==> src/rtl/scaler_vout_wall.sv <==
// Write side of the scaler output ping-pong line buffer.
// Scaled pixels arrive on a valid/ready stream. Each line of des_h beats is
// written into the PING or PONG BRAM. The block tells the reader when a full
// line is waiting, and frees a buffer when the reader pulses rdone.
//
// Handshake: a beat transfers on any rising edge where s_axis_valid and
// s_axis_ready are both 1. s_axis_ready is decoded from registers only and
// never looks at s_axis_valid. The producer must hold pixel/eol steady while
// valid is 1 and ready is 0.
module scaler_vout_wall #(
    parameter int PIXEL_NUM          = 1,
    parameter int IMG_H_MAX          = 1920,
    parameter int IMG_V_MAX          = 1080,
    parameter int IMG_H_BITWIDTH     = $clog2(IMG_H_MAX),
    parameter int IMG_V_BITWIDTH     = $clog2(IMG_V_MAX),
    parameter int BRAM_ADDR_BITWIDTH = 11,
    parameter int BRAM_DATA_BITWIDTH = 8
) (
    input  logic                                      core_clk,
    input  logic                                      core_rst,
    input  logic                                      core_start,
    input  logic [IMG_H_BITWIDTH-1:0]                 core_arg_img_des_h,
    input  logic [IMG_V_BITWIDTH-1:0]                 core_arg_img_des_v,
    input  logic                                      s_axis_valid,
    output logic                                      s_axis_ready,
    input  logic [BRAM_DATA_BITWIDTH*PIXEL_NUM-1:0]   s_axis_pixel,
    input  logic                                      s_axis_eol,
    output logic [2*PIXEL_NUM-1:0]                    ena,
    output logic [BRAM_ADDR_BITWIDTH-1:0]             addra,
    output logic [2*BRAM_DATA_BITWIDTH*PIXEL_NUM-1:0] dina,
    input  logic                                      rdone,
    output logic [PIXEL_NUM-1:0]                      rempty,
    output logic                                      wr_done,
    output logic                                      eol_err
);

    localparam logic [1:0] ST_IDLE   = 2'd0;
    localparam logic [1:0] ST_LINE   = 2'd1;
    localparam logic [1:0] ST_COMMIT = 2'd2;
    localparam logic [1:0] ST_DONE   = 2'd3;

    localparam logic PING = 1'b0;
    localparam logic PONG = 1'b1;

    logic [1:0]                state;
    logic [1:0]                full;
    logic                      wsel;
    logic                      rsel;
    logic [IMG_H_BITWIDTH-1:0] h_cnt;
    logic [IMG_V_BITWIDTH-1:0] v_cnt;
    logic [IMG_H_BITWIDTH-1:0] des_h;
    logic [IMG_V_BITWIDTH-1:0] des_v;

    logic                      accept;
    logic                      last_beat;
    logic                      last_line;
    logic                      rdone_ok;
    logic                      commit;
    logic                      args_zero;
    logic [1:0]                full_n;
    logic                      rsel_n;

    // Ready only while filling a line whose target buffer is free
    assign s_axis_ready = (state == ST_LINE) && !full[wsel];
    assign accept       = s_axis_valid && s_axis_ready;
    assign last_beat    = (h_cnt == des_h - IMG_H_BITWIDTH'(1));
    assign last_line    = (v_cnt == des_v - IMG_V_BITWIDTH'(1));
    assign commit       = (state == ST_COMMIT);
    // An rdone aimed at an empty buffer is a stray pulse and is dropped
    assign rdone_ok     = rdone && full[rsel];
    assign args_zero    = (core_arg_img_des_h == '0) || (core_arg_img_des_v == '0);

    // Next occupancy: commit fills the write buffer, rdone frees the read buffer
    always_comb begin
        full_n = full;
        rsel_n = rsel;
        if (commit) begin
            full_n[wsel] = 1'b1;
        end
        if (rdone_ok) begin
            full_n[rsel] = 1'b0;
            rsel_n       = ~rsel;
        end
    end

    // Occupancy, buffer selectors and the registered line-available flag
    always_ff @(posedge core_clk or posedge core_rst) begin
        if (core_rst) begin
            full   <= 2'b00;
            wsel   <= PING;
            rsel   <= PING;
            rempty <= '0;
        end else begin
            full   <= full_n;
            rsel   <= rsel_n;
            rempty <= {PIXEL_NUM{full_n[rsel_n]}};
            if (commit) begin
                wsel <= ~wsel;
            end
        end
    end

    // Frame sequencing: argument latch, beat/line counters, wr_done pulse
    always_ff @(posedge core_clk or posedge core_rst) begin
        if (core_rst) begin
            state   <= ST_IDLE;
            h_cnt   <= '0;
            v_cnt   <= '0;
            des_h   <= '0;
            des_v   <= '0;
            wr_done <= 1'b0;
        end else begin
            wr_done <= 1'b0;
            case (state)
                ST_IDLE: begin
                    if (core_start) begin
                        des_h <= core_arg_img_des_h;
                        des_v <= core_arg_img_des_v;
                        h_cnt <= '0;
                        v_cnt <= '0;
                        if (args_zero) begin
                            // Empty frame: nothing to write, report completion at once
                            state   <= ST_DONE;
                            wr_done <= 1'b1;
                        end else begin
                            state <= ST_LINE;
                        end
                    end
                end
                ST_LINE: begin
                    if (accept) begin
                        if (last_beat) begin
                            h_cnt <= '0;
                            state <= ST_COMMIT;
                            if (last_line) begin
                                wr_done <= 1'b1;
                            end
                        end else begin
                            h_cnt <= h_cnt + IMG_H_BITWIDTH'(1);
                        end
                    end
                end
                ST_COMMIT: begin
                    v_cnt <= v_cnt + IMG_V_BITWIDTH'(1);
                    state <= last_line ? ST_DONE : ST_LINE;
                end
                default: begin
                    // Stay here until the reader has drained both buffers
                    if (full == 2'b00) begin
                        state <= ST_IDLE;
                    end
                end
            endcase
        end
    end

    // BRAM write port, one cycle behind the accepted beat; eol cross-check
    always_ff @(posedge core_clk or posedge core_rst) begin
        if (core_rst) begin
            ena     <= '0;
            addra   <= '0;
            dina    <= '0;
            eol_err <= 1'b0;
        end else begin
            ena <= '0;
            if (accept) begin
                addra <= BRAM_ADDR_BITWIDTH'(h_cnt);
                for (int j = 0; j < PIXEL_NUM; j++) begin
                    ena[2*j +: 2] <= (wsel == PING) ? 2'b01 : 2'b10;
                    dina[(2*j)*BRAM_DATA_BITWIDTH +: BRAM_DATA_BITWIDTH] <=
                        s_axis_pixel[j*BRAM_DATA_BITWIDTH +: BRAM_DATA_BITWIDTH];
                    dina[(2*j+1)*BRAM_DATA_BITWIDTH +: BRAM_DATA_BITWIDTH] <=
                        s_axis_pixel[j*BRAM_DATA_BITWIDTH +: BRAM_DATA_BITWIDTH];
                end
                // Framing always follows h_cnt; a disagreeing eol is only flagged
                if (s_axis_eol != last_beat) begin
                    eol_err <= 1'b1;
                end
            end
        end
    end

endmodule

==> config.mk <==
export PLATFORM = sky130hd
export DESIGN_NAME = scaler_vout_wall
export DESIGN_NICKNAME = d
export VERILOG_FILES = /design/src/rtl/scaler_vout_wall.sv
export SDC_FILE = /design/constraint.sdc
export NUM_CORES = 1
export LEC_CHECK = 0
export CORE_MARGIN = 3
export CORE_UTILIZATION = 40
export CTS_CLUSTER_SIZE = 25
export DETAILED_ROUTE_END_ITERATION = 8
export PLACE_DENSITY = 0.73
export RECOVER_POWER = 50
export SKIP_LAST_GASP = 1
export SLEW_MARGIN = 20
export SYNTH_ARGS = -nofsm -noshare
export SYNTH_HDL_FRONTEND = slang
export SYNTH_SLANG_ARGS = --single-unit
==> constraint.sdc <==
create_clock -name core_clk -period 3.2 [get_ports core_clk]
set_input_delay 0.96 -clock core_clk [delete_from_list [all_inputs] [get_ports core_clk]]
set_output_delay 0.96 -clock core_clk [all_outputs]
set_load 0.005 [all_outputs]
Yosys cells after proc, flatten, opt, wreduce, memory -nomap -nowiden:

Index checks and enable logic that the tools add are counted.

* add/subtract/negate cells: 4
* magnitude comparators: 5
* equal/unequal tests: 8
* mux-type cells: 33
* bitwise operators: 5
* reduce and logical (&&, ||, !) cells: 19

Operator list (number)
* $pmux 11 s2: 2
* $mux 11: 3
* $add 11x1->11 const B: 2
* $eq 11x11->1: 2
* $logic_not 11->1: 2
* $sub 11x1->11 const B: 2
* $mux 2: 10
* $mux 1: 14
* $lt 1x2->1 const B: 3
* $ne 2x2->1 const B: 3
* $pmux 2 s3: 1
* $reduce_and 2->1: 3
* $logic_and 1x1->1: 5
* $logic_not 2->1: 2
* $reduce_and 4->1: 1
* $reduce_bool 2->1: 2
* $reduce_bool 4->1: 1
* $reduce_and 3->1: 1
* $and 2x2->2: 1
* $demux 1 s1: 2
* $eq 2x1->1 const B: 1
* $eq 2x2->1 const B: 1
* $ge 1x1->1 const B: 2
* $not 1->1: 2
* 6 further kinds: 6

* register bits after elaboration: 82
* logic and storage cells: 88

Logic depth before layout (Yosys ltp):

Gate-level depths: netlist of the first run.

* depth after elaboration: 10
* depth in mapped cells: 11

Worst setup path after synthesis of the first run:

OpenSTA, ideal clock, no wires.

* path type: reg-to-reg
* start point: register des_h[0]
* end point: register state[1]
* library setup time: 0.125 ns
* arrival: 2.558 ns
* setup slack: 0.517 ns
* cell stages (with the launch flop): 12
* buffers on the path: 2
* cell sequence: dfrtp_1 -> clkbuf_1 -> inv_1 -> ha_1 -> buf_2 -> or4b_4 -> nor3b_2 -> xnor2_1 -> nor4_4 -> nand3_1 -> a21o_1 -> mux2_4

* cells in the longest elaborated chain, start to end: 4

RTL lines
* from (decl): RTL line 51 `logic [IMG_H_BITWIDTH-1:0] des_h;`
* from (signal assigned): RTL line 117 `des_h <= core_arg_img_des_h;`
* $sub 11x1->11: RTL line 66 `assign last_beat = (h_cnt == des_h - IMG_H_BITWIDTH'(1));`
* $eq 11x11->1: RTL line 66
* $ne 2x2->1 (no source line)
* $reduce_and 4->1 (no source line)
* to (signal assigned): RTL line 145 `state <= last_line ? ST_DONE : ST_LINE;`
* to (decl): RTL line 45 `logic [1:0] state;`

Every way passes these cells.
A chain may end at the register's enable or synchronous reset.

Worst setup path after layout of the first run:

Ends and elaborated chain as after synthesis.

==> impl_results.rst, run 1 <==
.. list-table::
   :header-rows: 1

   * - Metric
     - Value
   * - Yosys warning count
     - 0
   * - Worst clock skew
     - 0.00820 ns
   * - Post-CTS setup repair buffer count
     - 0
   * - Final count of hold timing violations
     - 0
   * - Netlist cell types
     - 59
   * - Cell types with the largest area share after synthesis
     - sky130_fd_sc_hd__dfrtp_1 46%, sky130_fd_sc_hd__mux2_2 8.4%, sky130_fd_sc_hd__xnor2_1 4.8%
   * - Global-route total usage across every layer
     - 0.166
   * - Buffer levels on the longest clock path
     - 2
   * - Synthesized area
     - 4030 sq um
   * - Initial core utilization
     - 0.424
   * - Final Slew Violations
     - 75
   * - Cell type with the largest total area after synthesis
     - sky130_fd_sc_hd__dfrtp_1
   * - Synth top area share
     - 0.460
   * - Cell row count
     - 35
   * - Relative slew slack
     - -0.194
   * - Layout area overhead
     - 23.3%
   * - Combinational Power Share
     - 0.460
   * - First-pass detailed-route iteration total
     - 4
   * - Vias/cell
     - 5.18
   * - Detailed router's first-iteration violation count
     - 140
   * - Synthesized instance count
     - 402
   * - # IOs
     - 69
   * - Total negative slack for setup checks
     - 0 ns
   * - Post-route antenna net violation count
     - 0
   * - Core box area
     - 9500 sq um
   * - Total clock buffers created by CTS
     - 9
   * - Number of enable-type register cells in the synthesized netlist
     - 0
   * - Share of post-route cells with drive strength above 1
     - 0.122
   * - Maximum net fanout on the critical path
     - 8
   * - Min cycle time layout
     - 2.85 ns
   * - Data required time at the worst endpoint
     - 3.43 ns
   * - Element type at the critical path end
     - flop
   * - Kind of start point of the critical path
     - flop
   * - Tightest Hold Check Type
     - reg2reg
   * - RD Place Congestion
     - 0.863
   * - Async SR Flop Fraction
     - 1.00
   * - Ant diodes
     - 0
   * - Nets
     - 507
   * - Resize count post-CTS
     - 0
   * - Clock transition time at the flip-flop clock pins of the worst setup and hold paths
     - 0.08 ns
   * - Detailed placement HPWL
     - 6.62 mm
   * - Register-to-register path setup slack
     - 0.35 ns
   * - Pwr Density
     - 891 nW/um^2
   * - Floorplan die height
     - 106 um
   * - Die outline width
     - 106 um
   * - Violations in the final reports
     - max-capacitance violations, max-slew violations
   * - Syn Area/Cell
     - 10.0 sq um
   * - Sw power
     - 0.00170 W
   * - Slew of the pin with the lowest slew margin
     - 1.79 ns
   * - CP arrival
     - 3.08 ns
   * - Count of hold-fix buffers inserted at cts
     - 0
   * - Clock network fraction of design power
     - 0.159
   * - Sequential power share
     - 0.381
   * - Number of antenna violations at the first check in global routing
     - 0
   * - Clock Sink Count
     - 74
   * - Proportion of synthesized chip area in sequential cells
     - 0.460
   * - CP Class
     - reg2reg
   * - Max Clock Freq
     - 0.351 GHz
   * - Share of the clock period used by the worst path after layout
     - 0.891
   * - Switching Fraction
     - 0.384
   * - CTS H-Tree Depth
     - 3
   * - Wire length of the first global-routing pass
     - 15.3 mm
   * - Cell at the root of the clock tree
     - sky130_fd_sc_hd__clkbuf_8
   * - Final setup violation count
     - 0
   * - Power consumption
     - 0.00442 W
   * - Routed wire length
     - 8.97 mm
   * - Run status
     - finished with violations
   * - Worst IR drop on VDD
     - 0.360 mV
   * - I/O Buffers
     - 68
   * - Clock tree from TritonCTS
     - built
   * - Via count of the first global-routing pass
     - 3141
   * - Number of synthesized register bits
     - 74
   * - Total number of vias
     - 3092
   * - Avg WL per Cell
     - 15.0 um
   * - Primary flip-flop cell chosen by synthesis mapping
     - sky130_fd_sc_hd__dfrtp_1
   * - Total internal power
     - 0.00272 W
   * - Non-filler cells, final
     - 597
   * - Number of max-cap violations
     - 1
   * - Largest net degree at the start of global routing
     - 75
   * - Setup repair after global routing missed its margin
     - false
   * - Full die area
     - 11300 sq um
   * - Clock network latency to the later pin of the worst-skew pair
     - 0.35 ns
   * - Number of nets produced by synthesis
     - 446
   * - Remaining DRCs
     - 0
   * - Utilization after layout
     - 0.522
   * - LEAKAGE
     - 2.09 nW
   * - Placed instance count
     - 581
   * - Total grt overflow
     - 0
## through the flow
stage                     instance area, sq um  setup slack (ns)  hold slack [ns]
final                                     4960             0.347            0.462
after global routing                      4960             0.179            0.471
after CTS                                 4980             0.339            0.465
after detailed placement                  4790             0.210            0.448
after global placement                    4790             0.327            0.444
after floorplan                           4030             0.358            0.451
## worst max-delay path: stages, from the launching register on
cell and delay (ns):
sky130_fd_sc_hd__dfrtp_1 0.48, sky130_fd_sc_hd__inv_1 0.09, sky130_fd_sc_hd__ha_1 0.31, sky130_fd_sc_hd__or4b_4 0.53
sky130_fd_sc_hd__nor3b_2 0.22, sky130_fd_sc_hd__xnor2_1 0.12, sky130_fd_sc_hd__nor4_4 0.32, sky130_fd_sc_hd__nand3_1 0.15
sky130_fd_sc_hd__a21o_1 0.24, sky130_fd_sc_hd__mux2_4 0.29
## state kept, by name, summed over array words and instances, names as in the netlist
| name | cells |
|---|---|
| rsel | 1 |
| des_h | 11 |
| v_cnt | 11 |
| full | 2 |
| state | 2 |
| dina | 8 |
| wr_done | 1 |
| des_v | 11 |
| rempty | 1 |
| h_cnt | 11 |
| addra | 11 |
| wsel | 1 |
| ena | 2 |
| eol_err | 1 |
## kinds of logic (layout without fill, tap and decap cells)
group	after synthesis	after routing	synth area share
XOR/XNOR	38	38	0.0827
multiplexers	34	34	0.0951
AND/OR/NAND/NOR	149	149	0.194
AO/OA/AOI/OAI	62	62	0.0992
buffers and inverters	37	103	0.0445
flip-flops	74	74	0.460
adder cells (fa/ha/maj)	8	8	0.0249
## Yosys cell counts, types with 8 or more instances
cell type	n
sky130_fd_sc_hd__nor3_1	12
sky130_fd_sc_hd__nand2b_1	8
sky130_fd_sc_hd__clkbuf_1	9
sky130_fd_sc_hd__ha_1	8
sky130_fd_sc_hd__xnor2_1	22
sky130_fd_sc_hd__buf_4	8
sky130_fd_sc_hd__nand3_1	14
sky130_fd_sc_hd__xor2_1	16
sky130_fd_sc_hd__o21ai_0	15
sky130_fd_sc_hd__mux2_2	30
sky130_fd_sc_hd__nor2_1	25
sky130_fd_sc_hd__dfrtp_1	74
sky130_fd_sc_hd__nand2_1	47
sky130_fd_sc_hd__a21oi_1	15
sky130_fd_sc_hd__inv_1	14
## cell type report
type	count	area [sq um]
Clock inverter	6	57.6
Tap cell	129	161
Inverter	14	52.6
Fill cell	871	4540
Clock buffer	10	128
Timing Repair Buffer	73	716
Multi-Input combinational cell	291	1990
Sequential cell	74	1850
## power by group through the flow
stage	logic (W)	clock network (W)	registers (W)
floorplan	0.00151	0	0.00155
global placement	0.00198	0	0.00169
detailed placement	0.00204	0	0.00170
CTS	0.00205	0.000719	0.00168
global route	0.00226	0.000754	0.00174
finish	0.00203	0.000701	0.00169
## cells in the final DEF (no fill, tap or decap), drive strengths merged, types with 8 or more instances in the layout
master | synthesis | routed
ha | 8 | 8
nand2b | 8 | 8
clkbuf | 9 | 11
clkdlybuf4s50 | 0 | 66
inv | 14 | 13
nand2 | 47 | 47
xnor2 | 22 | 22
a21oi | 15 | 15
nor3 | 12 | 12
mux2 | 31 | 31
xor2 | 16 | 16
nand3 | 14 | 14
o21ai | 15 | 15
nor2 | 25 | 25
nor4 | 8 | 8
dfrtp | 74 | 74
## layer usage
metal | global-route usage | vias to the layer above | part of all wire
met3 | 0.0261 | 15 | 0.036
met1 | 0.217 | 1475 | 0.46
met2 | 0.279 | 63 | 0.49
met5 | 0 | - | 0
li1 | - | 1539 | -
met4 | 0.0564 | 0 | 0.015
## worst paths after layout
check,to,cells after the start,start
worst min-delay path,eol_err$_DFFE_PP0P_,1,eol_err$_DFFE_PP0P_
max in group asynchronous,des_v[7]$_DFFE_PP0P_,3,core_rst
min in group asynchronous,dina[8]$_DFFE_PP0P_,3,core_rst
worst max-delay path,state[1]$_DFFE_PP0P_,9,des_h[0]$_DFFE_PP0P_
worst min register to register,eol_err$_DFFE_PP0P_,1,eol_err$_DFFE_PP0P_
worst max register to register,state[1]$_DFFE_PP0P_,9,des_h[0]$_DFFE_PP0P_
No activity file was read; power rests on OpenSTA's default activity.
==> run 2, diff against run 1 <==
--- a/config.mk
+++ b/config.mk
@@ -7,7 +7,7 @@
 export LEC_CHECK = 0
 export CORE_MARGIN = 3
 export CORE_UTILIZATION = 40
-export CTS_CLUSTER_SIZE = 25
+export CTS_CLUSTER_SIZE = 14
 export DETAILED_ROUTE_END_ITERATION = 8
 export PLACE_DENSITY = 0.73
 export RECOVER_POWER = 50
==> results of run 2 <==
No change in the layout: final DEF, timing and power equal those of run 1.
